===== config.mk =====
export PLATFORM = sky130hd
export DESIGN_NAME = fft_seq_ctrl
export DESIGN_NICKNAME = d
export VERILOG_FILES = /design/src/rtl/fft_seq_ctrl.sv
export SDC_FILE = /design/constraint.sdc
export NUM_CORES = 1
export LEC_CHECK = 0
export BUFFER_PORTS_ARGS = -buffer_cell sky130_fd_sc_hd__buf_2
export CAP_MARGIN = 40
export CORE_MARGIN = 2
export CORE_UTILIZATION = 39
export CTS_CLUSTER_SIZE = 10
export DETAILED_ROUTE_END_ITERATION = 6
export GPL_ROUTABILITY_DRIVEN = 1
export PLACE_DENSITY_LB_ADDON = 0.25
export SLEW_MARGIN = 5
export SYNTH_ARGS = -nofsm -noshare
export SYNTH_HDL_FRONTEND = slang
export SYNTH_SLANG_ARGS = --single-unit
export TNS_END_PERCENT = 1

===== constraint.sdc =====
create_clock -name clk -period 2.05 [get_ports clk]
set_input_delay 0.1025 -clock clk [delete_from_list [all_inputs] [get_ports clk]]
set_output_delay 0.1025 -clock clk [all_outputs]
set_load 0.005 [all_outputs]

===== src/rtl/fft_seq_ctrl.sv =====
// fft_seq_ctrl: sequencer for the custom-instruction FFT unit (load, radix-2 compute, export)
// Ports:
//    clk, rst             clock, asynchronous active-high reset
//    cmd_valid/op/data    FFT command held in EX (01 LOAD, 10 CAL, 11 EXPORT)
//    stall                freezes IF/ID/EX while a CAL or EXPORT is in progress
//    buf_we/waddr/wdata   sample buffer write port (LOAD)
//    buf_re/raddr/rdata   result buffer read port, rdata valid one cycle after re
//    bf_issue/stage/idx   butterfly engine issue interface
//    exp_valid/exp_data   exported result writeback
//    done, err            CAL completion pulse, sticky illegal-sequence flag
// Build option: define FFT_BITREV_EN to write samples in bit-reversed address order.
module fft_seq_ctrl #(
   parameter int LOG2N  = 3,
   parameter int BF_LAT = 2,
   parameter int XLEN   = 32
) (
   input  logic             clk,
   input  logic             rst,
   input  logic             cmd_valid,
   input  logic [1:0]       cmd_op,
   input  logic [XLEN-1:0]  cmd_data,
   output logic             stall,
   output logic             buf_we,
   output logic [LOG2N-1:0] buf_waddr,
   output logic [XLEN-1:0]  buf_wdata,
   output logic             buf_re,
   output logic [LOG2N-1:0] buf_raddr,
   input  logic [XLEN-1:0]  buf_rdata,
   output logic             bf_issue,
   output logic [3:0]       bf_stage,
   output logic [LOG2N-2:0] bf_idx,
   output logic             exp_valid,
   output logic [XLEN-1:0]  exp_data,
   output logic             done,
   output logic             err
);
   localparam int HALF = (1 << LOG2N) / 2;
   typedef enum logic [2:0] {IDLE, RUN, DRAIN, DONE, EXP_RSP} state_t;
   state_t           state_q, state_d;
   logic [LOG2N-1:0] ld_ptr_q, ld_ptr_d, ex_ptr_q, ex_ptr_d, ld_addr;
   logic             ld_full_q, ld_full_d, res_rdy_q, res_rdy_d;
   logic             err_q, err_d, bad_q, bad_d;
   logic [3:0]       stage_q, stage_d, cnt_q, cnt_d;
   logic [LOG2N-2:0] idx_q, idx_d;
   logic             accept, is_ld, is_cal, is_exp, last_idx, last_stage, busy;
`ifdef FFT_BITREV_EN
   function automatic logic [LOG2N-1:0] rev(input logic [LOG2N-1:0] a);
      for (int i = 0; i < LOG2N; i++) rev[i] = a[LOG2N-1-i];
   endfunction
   assign ld_addr = rev(ld_ptr_q);
`else
   assign ld_addr = ld_ptr_q;
`endif
   // rst gates the combinational accept so every output reads 0 while reset is held
   assign accept     = cmd_valid && state_q == IDLE && !rst;
   assign is_ld      = accept && cmd_op == 2'b01;
   assign is_cal     = accept && cmd_op == 2'b10;
   assign is_exp     = accept && cmd_op == 2'b11;
   assign last_idx   = idx_q == (LOG2N-1)'(HALF - 1);
   assign last_stage = stage_q == 4'(LOG2N - 1);
   assign busy       = state_q == RUN || state_q == DRAIN;
   assign stall      = (is_cal && ld_full_q) || is_exp || busy;
   assign buf_we     = is_ld;
   assign buf_waddr  = is_ld ? ld_addr : '0;
   assign buf_wdata  = is_ld ? cmd_data : '0;
   assign buf_re     = is_exp;
   assign buf_raddr  = is_exp ? ex_ptr_q : '0;
   assign bf_issue   = state_q == RUN;
   assign bf_stage   = busy ? stage_q : '0;
   assign bf_idx     = busy ? idx_q : '0;
   assign exp_valid  = state_q == EXP_RSP;
   assign exp_data   = (state_q == EXP_RSP && !bad_q) ? buf_rdata : '0;
   assign done       = state_q == DONE;
   assign err        = err_q;
   always_comb begin
      state_d   = state_q;
      ld_ptr_d  = ld_ptr_q;
      ex_ptr_d  = ex_ptr_q;
      ld_full_d = ld_full_q;
      res_rdy_d = res_rdy_q;
      err_d     = err_q;
      bad_d     = bad_q;
      stage_d   = stage_q;
      cnt_d     = cnt_q;
      idx_d     = idx_q;
      case (state_q)
         IDLE: begin
            if (is_ld) begin
               ld_ptr_d  = ld_ptr_q + 1'b1;
               ld_full_d = ld_full_q || ld_ptr_q == '1;
            end
            if (is_cal && !ld_full_q) err_d = 1'b1;
            if (is_cal && ld_full_q) begin
               state_d = RUN;
               stage_d = '0;
               idx_d   = '0;
            end
            if (is_exp) begin
               state_d = EXP_RSP;
               bad_d   = !res_rdy_q;
               err_d   = err_q || !res_rdy_q;
            end
         end
         RUN: begin
            idx_d = idx_q + 1'b1;
            // The DONE cycle is itself the last idle cycle after the final stage,
            // so the final drain is one cycle shorter (skipped entirely when BF_LAT=1).
            if (last_idx) begin
               state_d = (last_stage && BF_LAT == 1) ? DONE : DRAIN;
               cnt_d   = last_stage ? 4'd1 : 4'd0;
            end
         end
         DRAIN: begin
            cnt_d = cnt_q + 1'b1;
            if (cnt_q == 4'(BF_LAT - 1)) begin
               state_d = last_stage ? DONE : RUN;
               stage_d = last_stage ? stage_q : stage_q + 1'b1;
            end
         end
         DONE: begin
            state_d   = IDLE;
            ld_ptr_d  = '0;
            ld_full_d = 1'b0;
            res_rdy_d = 1'b1;
            ex_ptr_d  = '0;
         end
         EXP_RSP: begin
            state_d = IDLE;
            if (!bad_q) begin
               ex_ptr_d  = ex_ptr_q + 1'b1;
               res_rdy_d = ex_ptr_q != '1;
            end
         end
         default: state_d = IDLE;
      endcase
   end
   always_ff @(posedge clk or posedge rst) begin
      if (rst) begin
         state_q   <= IDLE;
         ld_ptr_q  <= '0;
         ex_ptr_q  <= '0;
         ld_full_q <= 1'b0;
         res_rdy_q <= 1'b0;
         err_q     <= 1'b0;
         bad_q     <= 1'b0;
         stage_q   <= '0;
         cnt_q     <= '0;
         idx_q     <= '0;
      end else begin
         state_q   <= state_d;
         ld_ptr_q  <= ld_ptr_d;
         ex_ptr_q  <= ex_ptr_d;
         ld_full_q <= ld_full_d;
         res_rdy_q <= res_rdy_d;
         err_q     <= err_d;
         bad_q     <= bad_d;
         stage_q   <= stage_d;
         cnt_q     <= cnt_d;
         idx_q     <= idx_d;
      end
   end
endmodule


# Word level (Yosys, flattened, before mapping)
# Index checks and enable logic that the tools add are counted.
# W data, S select, Z words.
[word_totals]
elab_cells = 97
output_inout_bits = 83
latch_bits = 0
n_memories = 0
mem_bits_ro = 0
ramBits = 0
regBits = 23
[classes]
mux = 31
n_eq_ne = 19
n_reduce_logical = 32
div = 0
multipliers = 0
order_cmp = 0
shift = 0
bitwise = 0
addsub = 5
[ops]
columns = ["operator", "n"]
rows = [
  ["$mux W32", 2],
  ["$mux W3", 8],
  ["$mux W4", 5],
  ["$pmux W4 S2", 2],
  ["$pmux W3 S2", 2],
  ["$reduce_and A2 Y1", 6],
  ["$reduce_bool A2 Y1", 6],
  ["$pmux W3 S3", 1],
  ["$add A4 B1 Y4 const B", 2],
  ["$logic_and A1 B1 Y1", 8],
  ["$add A3 B1 Y3 const B", 2],
  ["$eq A2 B2 Y1 const B", 3],
  ["$eq A3 B2 Y1 const B", 2],
  ["$eq A3 B3 Y1 const B", 2],
  ["$mux W2", 3],
  ["$ne A2 B1 Y1 const B", 3],
  ["$ne A2 B2 Y1 const B", 3],
  ["$logic_or A1 B1 Y1", 5],
  ["$mux W1", 5],
  ["$eq A4 B1 Y1 const B", 1],
  ["$eq A4 B2 Y1 const B", 1],
  ["$logic_not A1 Y1", 4],
  ["$pmux W1 S2", 2],
  ["$pmux W2 S2", 1],
  ["8 further kinds", 8],
]

# Depth between registers and ports, before layout
[depth]
ltp_word = 8
depth_mapped = 7

# Worst setup path after synthesis
# No wires, ideal clock.
[synth_timing]
kind = "register -> register"
start = "reg state_q[2]"
end = "reg stage_q[1]"
path_slack_ns = 0.307
arrival_ns = 1.618
path_stages_with_launch = 6
cell_sequence = "dfrtp_1 -> buf_6 -> nor3_2 -> nand4_2 -> a211oi_4 -> mux2_4"
[synth_via]
elab_chain_cells = 7
word_cells_on_any_way = 12
cone_classes = "eq/ne: 4; mux: 1; reduce/logical: 7"
[synth_rtl]
columns = ["element", "line", "source"]
rows = [
  ["from (decl)", "39", "state_t state_q, state_d;"],
  ["from (signal assigned)", "150", "state_q <= state_d;"],
  ["$logic_not A3 Y1", "55, 86", ""],
  ["$logic_and A1 B1 Y1 (2 in series)", "55", "assign accept = cmd_valid && state_q == IDLE && !rst;"],
  ["$logic_and A1 B1 Y1", "57", "assign is_cal = accept && cmd_op == 2'b10;"],
  ["$logic_and A1 B1 Y1", "93", "if (is_cal && ld_full_q) begin"],
  ["$ne A2 B1 Y1 (no source line)", "-", ""],
  ["$reduce_and A4 Y1 (no source line)", "-", ""],
  ["to (signal assigned)", "157", "stage_q <= stage_d;"],
  ["to (decl)", "43", "logic [3:0] stage_q, stage_d, cnt_q, cnt_d;"],
]
# Parallel ways exist; a longest one is shown, timed or not.
# A chain may end at the register's enable or synchronous reset.

# Worst setup path in the final report
# Ends and elaborated chain as after synthesis.

==> results.json <==
{
  "outcome": "finished clean",
  "yosys_warnings": 0,
  "num_rows": 24,
  "cts_buffers": 3,
  "post_drt_wl_per_cell_um": 11.1,
  "stdcell_area_um2": 2670,
  "cts_sinks": 23,
  "clk_pin_slew_ns": 0.08,
  "max_stage_delay_ns": 0.61,
  "worst_setup_path_end_kind": "flip-flop",
  "rsz0062_at_grt": "no",
  "netlist_instances": 210,
  "fin_crit_sh": 0.940,
  "cp-start-kind": "flip-flop",
  "r2r_end": "stage_q[1]$_DFFE_PP0P_",
  "synth_edf_count": 0,
  "grt_pass1_vias": 1723,
  "routed_wl_um": 4540,
  "crit_type": "flip-flop to flip-flop",
  "io_pins": 152,
  "skew_ns": 0.00740,
  "holdPathStages": 2,
  "antennaDiodeCount": 0,
  "drv_cap": 0,
  "drv_slew": 0,
  "layout.nets": 436,
  "synthesis.area_um2": 1810,
  "core_um2": 4410,
  "area_growth_syn_to_layout_pct": 47.7,
  "dieWidth_um": 72.1,
  "htree_levels": 1,
  "avgSynthCellArea_um2": 8.62,
  "final_core_util": 0.605,
  "ys_seq_elements": 23,
  "r2r_slack_ns": 0.12,
  "place_area_um2": 2610,
  "final.setup.tns_ns": 0,
  "crit_chain": "or3b_1, a211oi_4, mux2_4",
  "clockRootBuffer": "clkbuf_8",
  "multi_input_area_um2": 1140,
  "drt_iter0_drc": 64,
  "ant_nets": 0,
  "rr_startpoint": "state_q[2]$_DFFE_PP0P_",
  "worstRegToRegCells": 3,
  "die_y_um": 72.1,
  "antenna_found_initial": 0,
  "routed_via_density": 4.64,
  "synth_flop_cell": "dfrtp_1",
  "crit_required_ns": 2.20,
  "design.die.area_um2": 5200,
  "grt_usage": 0.174,
  "register_area_um2": 577,
  "grt_pass1_wl_um": 7310,
  "hp-class": "input pin to flip-flop",
  "initial_core_util": 0.410,
  "buffer_ports.inserted": 151,
  "p_leak_nw": 1.60,
  "max_freq_mhz": 519,
  "vias": 1897,
  "syn_nets": 288,
  "ys_async_sr_fraction": 1.00,
  "grt_overflow": 0,
  "critPathBufInv": 0,
  "cp.arrival_ns": 2.08,
  "clockBufferDepth": 2,
  "dpl_worst_slack_ns": 0.123,
  "cts_tree": "yes",
  "setup-violations-final": 0,
  "place.gp.congestion": 0.880,
  "drive_above_1_share": 0.485,
  "maxSlewHeadroom": 0.669,
  "cp_num_cells": 3,
  "path_delay_family": "simple AND/OR/NAND/NOR gates",
  "drc": 0,
  "synthDistinctLibCells": 45,
  "cp_slowest_cell": "or3b_1",
  "hold_viol": 0,
  "dp.cells": 404,
  "grt_start_max_net_pins": 40,
  "ys_seq_area_frac": 0.318,
  "hold-path-endpoint": "state_q[2]$_DFFE_PP0P_",
  "post-route-min-period_ns": 1.93,
  "setup_slack_ns": 0.123,
  "hpwlAfterDp_um": 3800,
  "stdcell_count": 409,
  "p_per_area_nw_per_um2": 707,
  "fillCellCount": 403,
  "clk_latency_ns": 0.27,
  "hp-start": "cmd_op[1]",
  "firstDrtPassIters": 4,
  "worst_pin_slew_ns": 0.496,
  "peakVddDrop_v": 0.000391,
  "critPathMaxFanout": 12
}
[through the flow]
| step | power (W) | hold slack [ns] |
|---|---|---|
| 4_1_cts | 0.00190 | 0.248 |
| 3_5_place_dp | 0.00162 | 0.162 |
| 2_1_floorplan | 0.00135 | 0.104 |
| 3_3_place_gp | 0.00159 | 0.323 |
| 5_1_grt | 0.00208 | 0.262 |
| 6_report | 0.00189 | 0.242 |
[routing by layer]
layer / global-route usage / wire length (um)
met2: 0.324 / 2330
met4: 0.0692 / 80
met3: 0.0222 / 433
met1: 0.201 / 1700
met5: 0 / 0
[synthesized netlist by cell type (3+ instances only)]
master / n / area (um^2)
o21ai_0: 6 / 30.0
clkbuf_1: 5 / 18.8
nor3_1: 4 / 20.0
dfrtp_1: 23 / 576
ha_1: 9 / 113
buf_2: 3 / 15.0
xnor2_1: 3 / 26.3
inv_1: 6 / 22.5
and2_1: 73 / 457
nand3_1: 8 / 40.0
mux2i_1: 4 / 40.0
nor2b_1: 3 / 18.8
nor2_1: 13 / 48.8
a21oi_1: 3 / 15.0
nand2_1: 9 / 33.8
[what timing repair did]
action                                  4_1_cts  5_1_grt
resized for setup                             0        3
hold buffers                                  1        0
setup buffers                                 0        0
endpoints found under the setup margin        0       41
hold endpoints to repair                     11        0
[registers in the layout (all words and copies together) (netlist names)]
signal / flops
cnt_q: 4
stage_q: 4
ex_ptr_q: 3
ld_addr: 3
state_q: 3
idx_q: 2
bad_q: 1
err: 1
ld_full_q: 1
res_rdy_q: 1
[layout by cell type, fill, tap and decap left out, drive strengths merged]
cell type / netlist / final
or3: 1 / 1
a211o: 1 / 1
or2: 2 / 2
a21oi: 4 / 4
nand3: 8 / 8
nand3b: 2 / 2
and4b: 1 / 1
ha: 9 / 9
or3b: 3 / 3
inv: 7 / 7
nand4: 2 / 2
nand2: 10 / 10
nor3: 5 / 5
o21bai: 1 / 1
o22ai: 2 / 2
clkinv: 0 / 1
xor2: 1 / 1
o32ai: 1 / 1
buf: 7 / 155
dlygate4sd3: 0 / 1
nor3b: 2 / 2
mux2i: 4 / 4
a211oi: 2 / 2
nor2b: 3 / 3
o21ai: 7 / 7
a21o: 1 / 1
and4: 2 / 2
nand2b: 1 / 1
clkbuf: 6 / 3
mux2: 1 / 1
xnor2: 3 / 3
and3: 1 / 1
nor2: 14 / 14
and2: 73 / 73
dfrtp: 23 / 23
[worst max path at each step]
stage	startpoint	slack (ns)	end
global route	state_q[1]$_DFFE_PP0P_	0.02	buf_wdata[13]
finish	state_q[2]$_DFFE_PP0P_	0.12	stage_q[1]$_DFFE_PP0P_
global placement	state_q[2]$_DFFE_PP0P_	0.18	stage_q[1]$_DFFE_PP0P_
floorplan	state_q[2]$_DFFE_PP0P_	0.31	stage_q[1]$_DFFE_PP0P_
detailed placement	state_q[2]$_DFFE_PP0P_	0.12	stage_q[1]$_DFFE_PP0P_
CTS	state_q[2]$_DFFE_PP0P_	0.03	buf_wdata[15]
[power breakdown]
group          leakage (nW)  internal [W]  switching [W]
Sequential            0.296      0.000599       0.000153
Clock                0.0255      0.000136       0.000146
Combinational          1.28      0.000413       0.000444
Total                  1.60       0.00115       0.000743
[area by class of cell]
| class | instances | area share |
|---|---|---|
| clock inverter | 1 | 0.00187 |
| clock buffer | 3 | 0.0154 |
| tap | 52 | 0.0243 |
| sequential | 23 | 0.216 |
| inverter | 7 | 0.0117 |
| multi-input combinational | 167 | 0.426 |
| timing repair buffer | 156 | 0.305 |
[cells by family after synthesis]
family	share of synthesized area
muxes	0.0304
adders and majority gates	0.0622
xor gates and xnor gates	0.0194
DFF	0.318
buffers and inverters	0.0595
AOI/OAI and AO/OA	0.0768
and+or+nand+nor	0.434
(Power assumes the default switching activity.)
